File: src/rtl/qbus_dma_master_pkg.sv
`default_nettype none
// ----------------------------------------------------------------------------
// qbus_dma_master_pkg : state encoding, bus output bundle, QBUS timing defaults
// Revision 1.0
// ----------------------------------------------------------------------------
package qbus_dma_master_pkg;

  localparam int unsigned DEF_ADDR_SETUP  = 3;
  localparam int unsigned DEF_DATA_SETUP  = 2;
  localparam int unsigned DEF_NXM_TIMEOUT = 200;
  localparam int unsigned DEF_MAX_XFERS   = 4;
  localparam int unsigned TMR_W           = 16;
  localparam int unsigned XFER_W          = 4;

  typedef enum logic [3:0] {
    ST_IDLE  = 4'd0,
    ST_REQ   = 4'd1,
    ST_GRANT = 4'd2,
    ST_ADDR  = 4'd3,
    ST_SYNC  = 4'd4,
    ST_DSET  = 4'd5,
    ST_DIN   = 4'd6,
    ST_DOUT  = 4'd7,
    ST_END   = 4'd8,
    ST_REL   = 4'd9
  } dma_state_t;

  typedef struct packed {
    logic tdmr;
    logic tsack;
    logic bus_master;
    logic tsync;
    logic tdin;
    logic tdout;
    logic twtbt;
    logic addr_oe;
    logic data_oe;
  } bus_out_t;

  // Bus strobes are a pure function of the state being entered, so registering
  // this decode gives glitch-free outputs aligned with the state register.
  function automatic bus_out_t state_outputs(input dma_state_t st, input logic dato);
    bus_out_t o;
    o = '0;
    case (st)
      ST_REQ:   o.tdmr = 1'b1;
      ST_GRANT: o.tsack = 1'b1;
      ST_ADDR: begin
        o.tsack = 1'b1; o.bus_master = 1'b1; o.addr_oe = 1'b1; o.twtbt = dato;
      end
      ST_SYNC: begin
        o.tsack = 1'b1; o.bus_master = 1'b1; o.tsync = 1'b1; o.addr_oe = 1'b1; o.twtbt = dato;
      end
      ST_DSET: begin
        o.tsack = 1'b1; o.bus_master = 1'b1; o.tsync = 1'b1; o.data_oe = 1'b1;
      end
      ST_DIN: begin
        o.tsack = 1'b1; o.bus_master = 1'b1; o.tsync = 1'b1; o.tdin = 1'b1;
      end
      ST_DOUT: begin
        o.tsack = 1'b1; o.bus_master = 1'b1; o.tsync = 1'b1; o.tdout = 1'b1; o.data_oe = 1'b1;
      end
      ST_END: begin
        o.tsack = 1'b1; o.bus_master = 1'b1; o.tsync = 1'b1; o.data_oe = dato;
      end
      default: o = '0;
    endcase
    return o;
  endfunction

endpackage
`default_nettype wire

File: src/rtl/qbus_dma_master_arb.sv
`default_nettype none
// ----------------------------------------------------------------------------
// qbus_dma_master_arb : DMG daisy-chain pass-through and grant capture
// Revision 1.0
// ----------------------------------------------------------------------------
module qbus_dma_master_arb
  import qbus_dma_master_pkg::*;
(
  input  logic clk,
  input  logic reset_n,
  input  logic rinit,
  input  logic in_idle,
  input  logic in_req,
  input  logic req,
  input  logic dmgi,
  output logic dmgo,
  output logic grant
);

  logic dmgo_d;

  // A grant already flowing downstream is never stolen: it is held until
  // DMGI drops, and only a fresh DMGI is taken as ours.
  always_comb begin
    dmgo_d = 1'b0;
    if (in_idle && !req) begin
      dmgo_d = dmgi;
    end else if (in_idle || in_req) begin
      dmgo_d = dmgo & dmgi;
    end
  end

  always_ff @(posedge clk) begin
    if (!reset_n || rinit) begin
      dmgo <= 1'b0;
    end else begin
      dmgo <= dmgo_d;
    end
  end

  assign grant = in_req & req & dmgi & ~dmgo;

endmodule
`default_nettype wire

File: src/rtl/qbus_dma_master.sv
`default_nettype none
// ----------------------------------------------------------------------------
// qbus_dma_master : QBUS DMA bus master (arbitration, DATI/DATO, NXM timeout)
// Revision 1.0
// ----------------------------------------------------------------------------
module qbus_dma_master
  import qbus_dma_master_pkg::*;
#(
  parameter int unsigned ADDR_SETUP  = DEF_ADDR_SETUP,
  parameter int unsigned DATA_SETUP  = DEF_DATA_SETUP,
  parameter int unsigned NXM_TIMEOUT = DEF_NXM_TIMEOUT,
  parameter int unsigned MAX_XFERS   = DEF_MAX_XFERS
) (
  input  logic clk,
  input  logic reset_n,
  input  logic RINIT,
  input  logic dma_read_req,
  input  logic dma_write_req,
  output logic dma_bus_master,
  output logic dma_complete,
  output logic dma_nxm,
  output logic TDMR,
  input  logic RDMGI,
  output logic TDMGO,
  output logic TSACK,
  input  logic RSYNC,
  input  logic RRPLY,
  output logic TSYNC,
  output logic TDIN,
  output logic TDOUT,
  output logic TWTBT,
  output logic addr_oe,
  output logic data_oe
);

  localparam logic [TMR_W-1:0]  ADDR_LAST = TMR_W'(ADDR_SETUP - 1);
  localparam logic [TMR_W-1:0]  DATA_LAST = TMR_W'(DATA_SETUP - 1);
  localparam logic [TMR_W-1:0]  NXM_LAST  = TMR_W'(NXM_TIMEOUT - 1);
  localparam logic [XFER_W-1:0] XFER_MAX  = XFER_W'(MAX_XFERS);

  dma_state_t        state_q, state_d;
  logic [TMR_W-1:0]  tmr_q, tmr_d, tmr_inc;
  logic [XFER_W-1:0] xfers_q, xfers_d, xfers_inc;
  logic              dato_q, dato_d;
  logic              complete_d, nxm_d;
  logic              any_req, want_dato, grant;
  bus_out_t          bus_q, bus_d;

  assign any_req   = dma_read_req | dma_write_req;
  assign want_dato = dma_write_req & ~dma_read_req;
  assign tmr_inc   = (tmr_q == '1) ? tmr_q : tmr_q + 1'b1;
  assign xfers_inc = (xfers_q == '1) ? xfers_q : xfers_q + 1'b1;

  qbus_dma_master_arb u_arb (
    .clk     (clk),
    .reset_n (reset_n),
    .rinit   (RINIT),
    .in_idle (state_q == ST_IDLE),
    .in_req  (state_q == ST_REQ),
    .req     (any_req),
    .dmgi    (RDMGI),
    .dmgo    (TDMGO),
    .grant   (grant)
  );

  always_ff @(posedge clk) begin
    if (!reset_n || RINIT) begin
      state_q      <= ST_IDLE;
      tmr_q        <= '0;
      xfers_q      <= '0;
      dato_q       <= 1'b0;
      bus_q        <= '0;
      dma_complete <= 1'b0;
      dma_nxm      <= 1'b0;
    end else begin
      state_q      <= state_d;
      tmr_q        <= tmr_d;
      xfers_q      <= xfers_d;
      dato_q       <= dato_d;
      bus_q        <= bus_d;
      dma_complete <= complete_d;
      dma_nxm      <= nxm_d;
    end
  end

  always_comb begin
    state_d    = state_q;
    tmr_d      = tmr_q;
    xfers_d    = xfers_q;
    dato_d     = dato_q;
    complete_d = 1'b0;
    nxm_d      = 1'b0;
    unique case (state_q)
      ST_IDLE: if (any_req) state_d = ST_REQ;
      ST_REQ: begin
        if (!any_req)   state_d = ST_IDLE;
        else if (grant) state_d = ST_GRANT;
      end
      ST_GRANT: begin
        if (!any_req) begin
          state_d = ST_REL;
        end else if (!RSYNC && !RRPLY) begin
          state_d = ST_ADDR;
          tmr_d   = '0;
          dato_d  = want_dato;
        end
      end
      ST_ADDR: begin
        tmr_d = tmr_inc;
        if (tmr_q >= ADDR_LAST) state_d = ST_SYNC;
      end
      ST_SYNC: begin
        tmr_d   = '0;
        state_d = dato_q ? ST_DSET : ST_DIN;
      end
      ST_DSET: begin
        tmr_d = tmr_inc;
        if (tmr_q >= DATA_LAST) begin
          state_d = ST_DOUT;
          tmr_d   = '0;
        end
      end
      // A reply on the final timeout cycle still wins over the abort.
      ST_DIN, ST_DOUT: begin
        tmr_d = tmr_inc;
        if (RRPLY) begin
          state_d    = ST_END;
          complete_d = 1'b1;
        end else if (tmr_q >= NXM_LAST) begin
          state_d = ST_REL;
          nxm_d   = 1'b1;
        end
      end
      ST_END: begin
        if (!RRPLY) begin
          xfers_d = xfers_inc;
          if (any_req && (xfers_inc < XFER_MAX)) begin
            state_d = ST_ADDR;
            tmr_d   = '0;
            dato_d  = want_dato;
          end else begin
            state_d = ST_REL;
          end
        end
      end
      ST_REL: begin
        xfers_d = '0;
        state_d = ST_IDLE;
      end
      default: state_d = ST_IDLE;
    endcase
    bus_d = state_outputs(state_d, dato_d);
  end

  assign TDMR           = bus_q.tdmr;
  assign TSACK          = bus_q.tsack;
  assign dma_bus_master = bus_q.bus_master;
  assign TSYNC          = bus_q.tsync;
  assign TDIN           = bus_q.tdin;
  assign TDOUT          = bus_q.tdout;
  assign TWTBT          = bus_q.twtbt;
  assign addr_oe        = bus_q.addr_oe;
  assign data_oe        = bus_q.data_oe;

endmodule
`default_nettype wire

File: config.mk
export PLATFORM = sky130hd
export DESIGN_NAME = qbus_dma_master
export DESIGN_NICKNAME = d
export VERILOG_FILES = /design/src/rtl/qbus_dma_master_pkg.sv /design/src/rtl/qbus_dma_master_arb.sv /design/src/rtl/qbus_dma_master.sv
export SDC_FILE = /design/constraint.sdc
export NUM_CORES = 1
export LEC_CHECK = 0
export ABC_CLOCK_PERIOD_IN_PS = 2200
export BUFFER_PORTS_ARGS = -buffer_cell sky130_fd_sc_hd__buf_2
export CAP_MARGIN = 20
export CORE_MARGIN = 1.5
export CORE_UTILIZATION = 50
export DETAILED_ROUTE_END_ITERATION = 8
export GPL_TIMING_DRIVEN = 0
export PLACE_DENSITY = 0.75
export SLEW_MARGIN = 20
export SYNTH_ARGS = -nofsm -noshare
export SYNTH_HDL_FRONTEND = slang
export SYNTH_SLANG_ARGS = --single-unit
File: constraint.sdc
create_clock -name clk -period 2.2 [get_ports clk]
set_input_delay 0.11 -clock clk [delete_from_list [all_inputs] [get_ports clk]]
set_output_delay 0.11 -clock clk [all_outputs]
set_load 0.1 [all_outputs]
==> results.yml <==
power_and_ir_drop:
  peakVddDrop_mv: 0.310
  powerDensity_mw_per_mm2: 511
  power.leakage_nw: 1.01
  power.total_mw: 1.38
die:
  chipHeight_um: 69.4
  num_rows: 23
  dieArea_mm2: 0.00482
  top_level_ports: 20
  core-area_mm2: 0.00412
  die_w_um: 69.4
  start_util: 0.536
synth:
  synth_area_per_cell_um2: 8.35
  yosysSeqAreaShare: 0.336
  netlist_area_mm2: 0.00220
  synth_common_cells: "dfxtp_1 (37), nor2_1 (22), a21oi_1 (19)"
  synth_cells: 264
  synthTopCellsByArea: "dfxtp_1 (34%), a21oi_1 (4.3%), nor2_1 (3.7%)"
  synth-edff-count: 0
  yosys_warnings: 0
  yosysMostFrequentCell: "dfxtp_1"
  yosys.area.top_type: "dfxtp_1"
  synth_top_area_share: 0.336
  synth_nets: 277
  ys_seq_elements: 37
  synthArstFlopShare: 0
  synthFlopType: "dfxtp_1"
  ys_types: 61
critical_path:
  critical_path.top_delay_family: "simple AND/OR/NAND/NOR gates"
  path_cells: "buf_2, nor4_4, nand4_2, or3_4, a21oi_4, o21ai_4, buf_6, a21oi_1"
  cp.buffers_inverters: 2
  required_ns: 2.43
  worstSetupPathType: "reg2reg"
  critPathMaxFanout: 10
  crit_path_max_incr_delay_ns: 0.45
  end_kind: "flop"
  critical_path_arrival_ns: 2.37
  slowest_stage: "or3_4"
  startpoint_type: "flop"
global_routing:
  antenna_found_initial: 0
  overflow: 0
  grt_use_total: 0.222
  grt_pass1_wl_um: 8800
  grt_util_met3: 0.0494
  busiest_layer: "met2"
  grt_pass1_vias: 1947
  met2_usage: 0.366
  globalRouteMet1Util: 0.275
  grt_max_degree: 14
clock_tree:
  cts-htree-levels: 2
  clk_pin_slew_ns: 0.09
  numCtsBuffers: 5
  cts_buffer_depth: 2
  cts_tree: "yes"
  hold_buffers: 0
  clkSinkCount: 37
  clockRootBuffer: "clkbuf_8"
  clock_latency_ns: 0.30
layout:
  instances_no_fill: 351
  drive_above_1_share: 0.286
  biggestRegsByFlops: "tmr_q x16, state_q x4, xfers_q x4"
  antenna-diode-count: 0
  synthToLayoutAreaGrowth_pct: 22.8
  largest-register: "tmr_q"
  fin_nets: 313
  largest_reg_flops: 16
  fillCellCount: 351
  design_area_mm2: 0.00271
drt:
  vias: 2233
  ant_nets: 0
  wl_um: 5610
  vias_per_cell: 6.36
  drtPass1Iterations: 5
  drt_iter0_drc: 268
  drc: 0
  wl_per_cell_um: 16.0
sta:
  fin_ws_ns: 0.0620
  hold_violations: 0
  min_period_over_period: 0.972
  timing.fmax_mhz: 468
  maxSlewHeadroom: 0.600
  setup_viol: 0
  finalCriticalPeriod_ns: 2.14
  worstMarginPinSlew_ns: 0.594
  finClkSkew_ns: 0.0190
  maxSlewViolCount: 0
place:
  gp_congestion: 0.917
  dpl-instance-area_mm2: 0.00236
  port_buffers: 19
  place_inst: 333
  hpwlAfterDp_um: 3730
  pre_cts_ws_ns: -0.111
flow_run:
  drv_cap: 0
status:
  status: "complete, no violations"
hold_path:
  hp-class: "in2reg"
## routing by layer
| layer | part of all wire | up-vias | wire [µm] |
|---|---|---|---|
| met5 | 0 | - | 0 |
| met3 | 0.077 | 25 | 433 |
| met4 | 0.038 | 0 | 212 |
| met1 | 0.40 | 1017 | 2260 |
| li1 | - | 1080 | - |
| met2 | 0.48 | 111 | 2700 |
## worst register-to-register path, delay by kind of cell, from the launching register on
| family | cells | cell delay [ns] |
|---|---|---|
| buffers and inverters | 2 | 0.33 |
| AO/OA/AOI/OAI | 3 | 0.47 |
| AND/OR/NAND/NOR | 3 | 0.96 |
| flip-flops | 1 | 0.30 |
## metrics by stage
| stage | utilization | hold WS, ns | setup TNS (ns) |
|---|---|---|---|
| floorplan | - | 0.249 | 0 |
| global placement | 0.574 | 0.378 | -0.993 |
| detailed placement | 0.574 | 0.384 | -1.12 |
| CTS | 0.615 | 0.0721 | 0 |
| global route | 0.658 | 0.0943 | -0.159 |
| finish | 0.658 | 0.0813 | 0 |
## timing repair
| item | CTS | global route |
|---|---|---|
| gates cloned | 0 | 2 |
| endpoints found under the setup margin | 19 | 22 |
| gates resized for setup | 10 | 28 |
| hold endpoints to repair | 0 | 0 |
| buffers inserted | 3 | 5 |
| pin swaps | 3 | 8 |
## kinds of logic after synthesis
family / count (synthesis) / synth area share
compound gates: 75 / 0.246
xor+xnor: 3 / 0.0119
fa+ha+maj: 5 / 0.0284
buf+inv: 21 / 0.0477
flops: 37 / 0.336
mux: 1 / 0.00454
simple gates: 122 / 0.326
## placed cells by master (no fill, tap or decap), types with 6 or more instances in the layout
| master | instances |
|---|---|
| nand2_1 | 18 |
| nor2_1 | 21 |
| inv_1 | 8 |
| nor3_1 | 13 |
| a31oi_1 | 6 |
| o31ai_1 | 6 |
| buf_4 | 8 |
| a21oi_1 | 16 |
| o21ai_0 | 7 |
| dfxtp_1 | 31 |
| nand3_1 | 15 |
| buf_2 | 22 |
## power breakdown
| group | internal, mW | switching (mW) |
|---|---|---|
| combinational | 0.0324 | 0.0709 |
| clock | 0.339 | 0.265 |
| sequential | 0.672 | 0.00284 |
## layout make-up
| cell class | count | area, µm² | share of cell area |
|---|---|---|---|
| multi-input combinational | 206 | 1480 | 0.545 |
| sequential | 37 | 751 | 0.277 |
| timing repair buffer | 29 | 191 | 0.0707 |
| buffer | 13 | 81.3 | 0.0300 |
| clock buffer | 5 | 68.8 | 0.0254 |
| tap | 50 | 62.6 | 0.0231 |
| clock inverter | 3 | 46.3 | 0.0171 |
| inverter | 8 | 30.0 | 0.0111 |
## path summary, 6_finish.rpt
path / startpoint / end / slack, ns / cells after the start
worst max-delay path: tmr_q[13] / tmr_q[7] / 0.06 / 8
worst min-delay path: RDMGI / u_arb.dmgo / 0.08 / 3
worst max register to register: tmr_q[13] / tmr_q[7] / 0.06 / 8
worst min register to register: xfers_q[1] / xfers_q[1] / 0.51 / 2
Power figures use the tool's default switching activity.
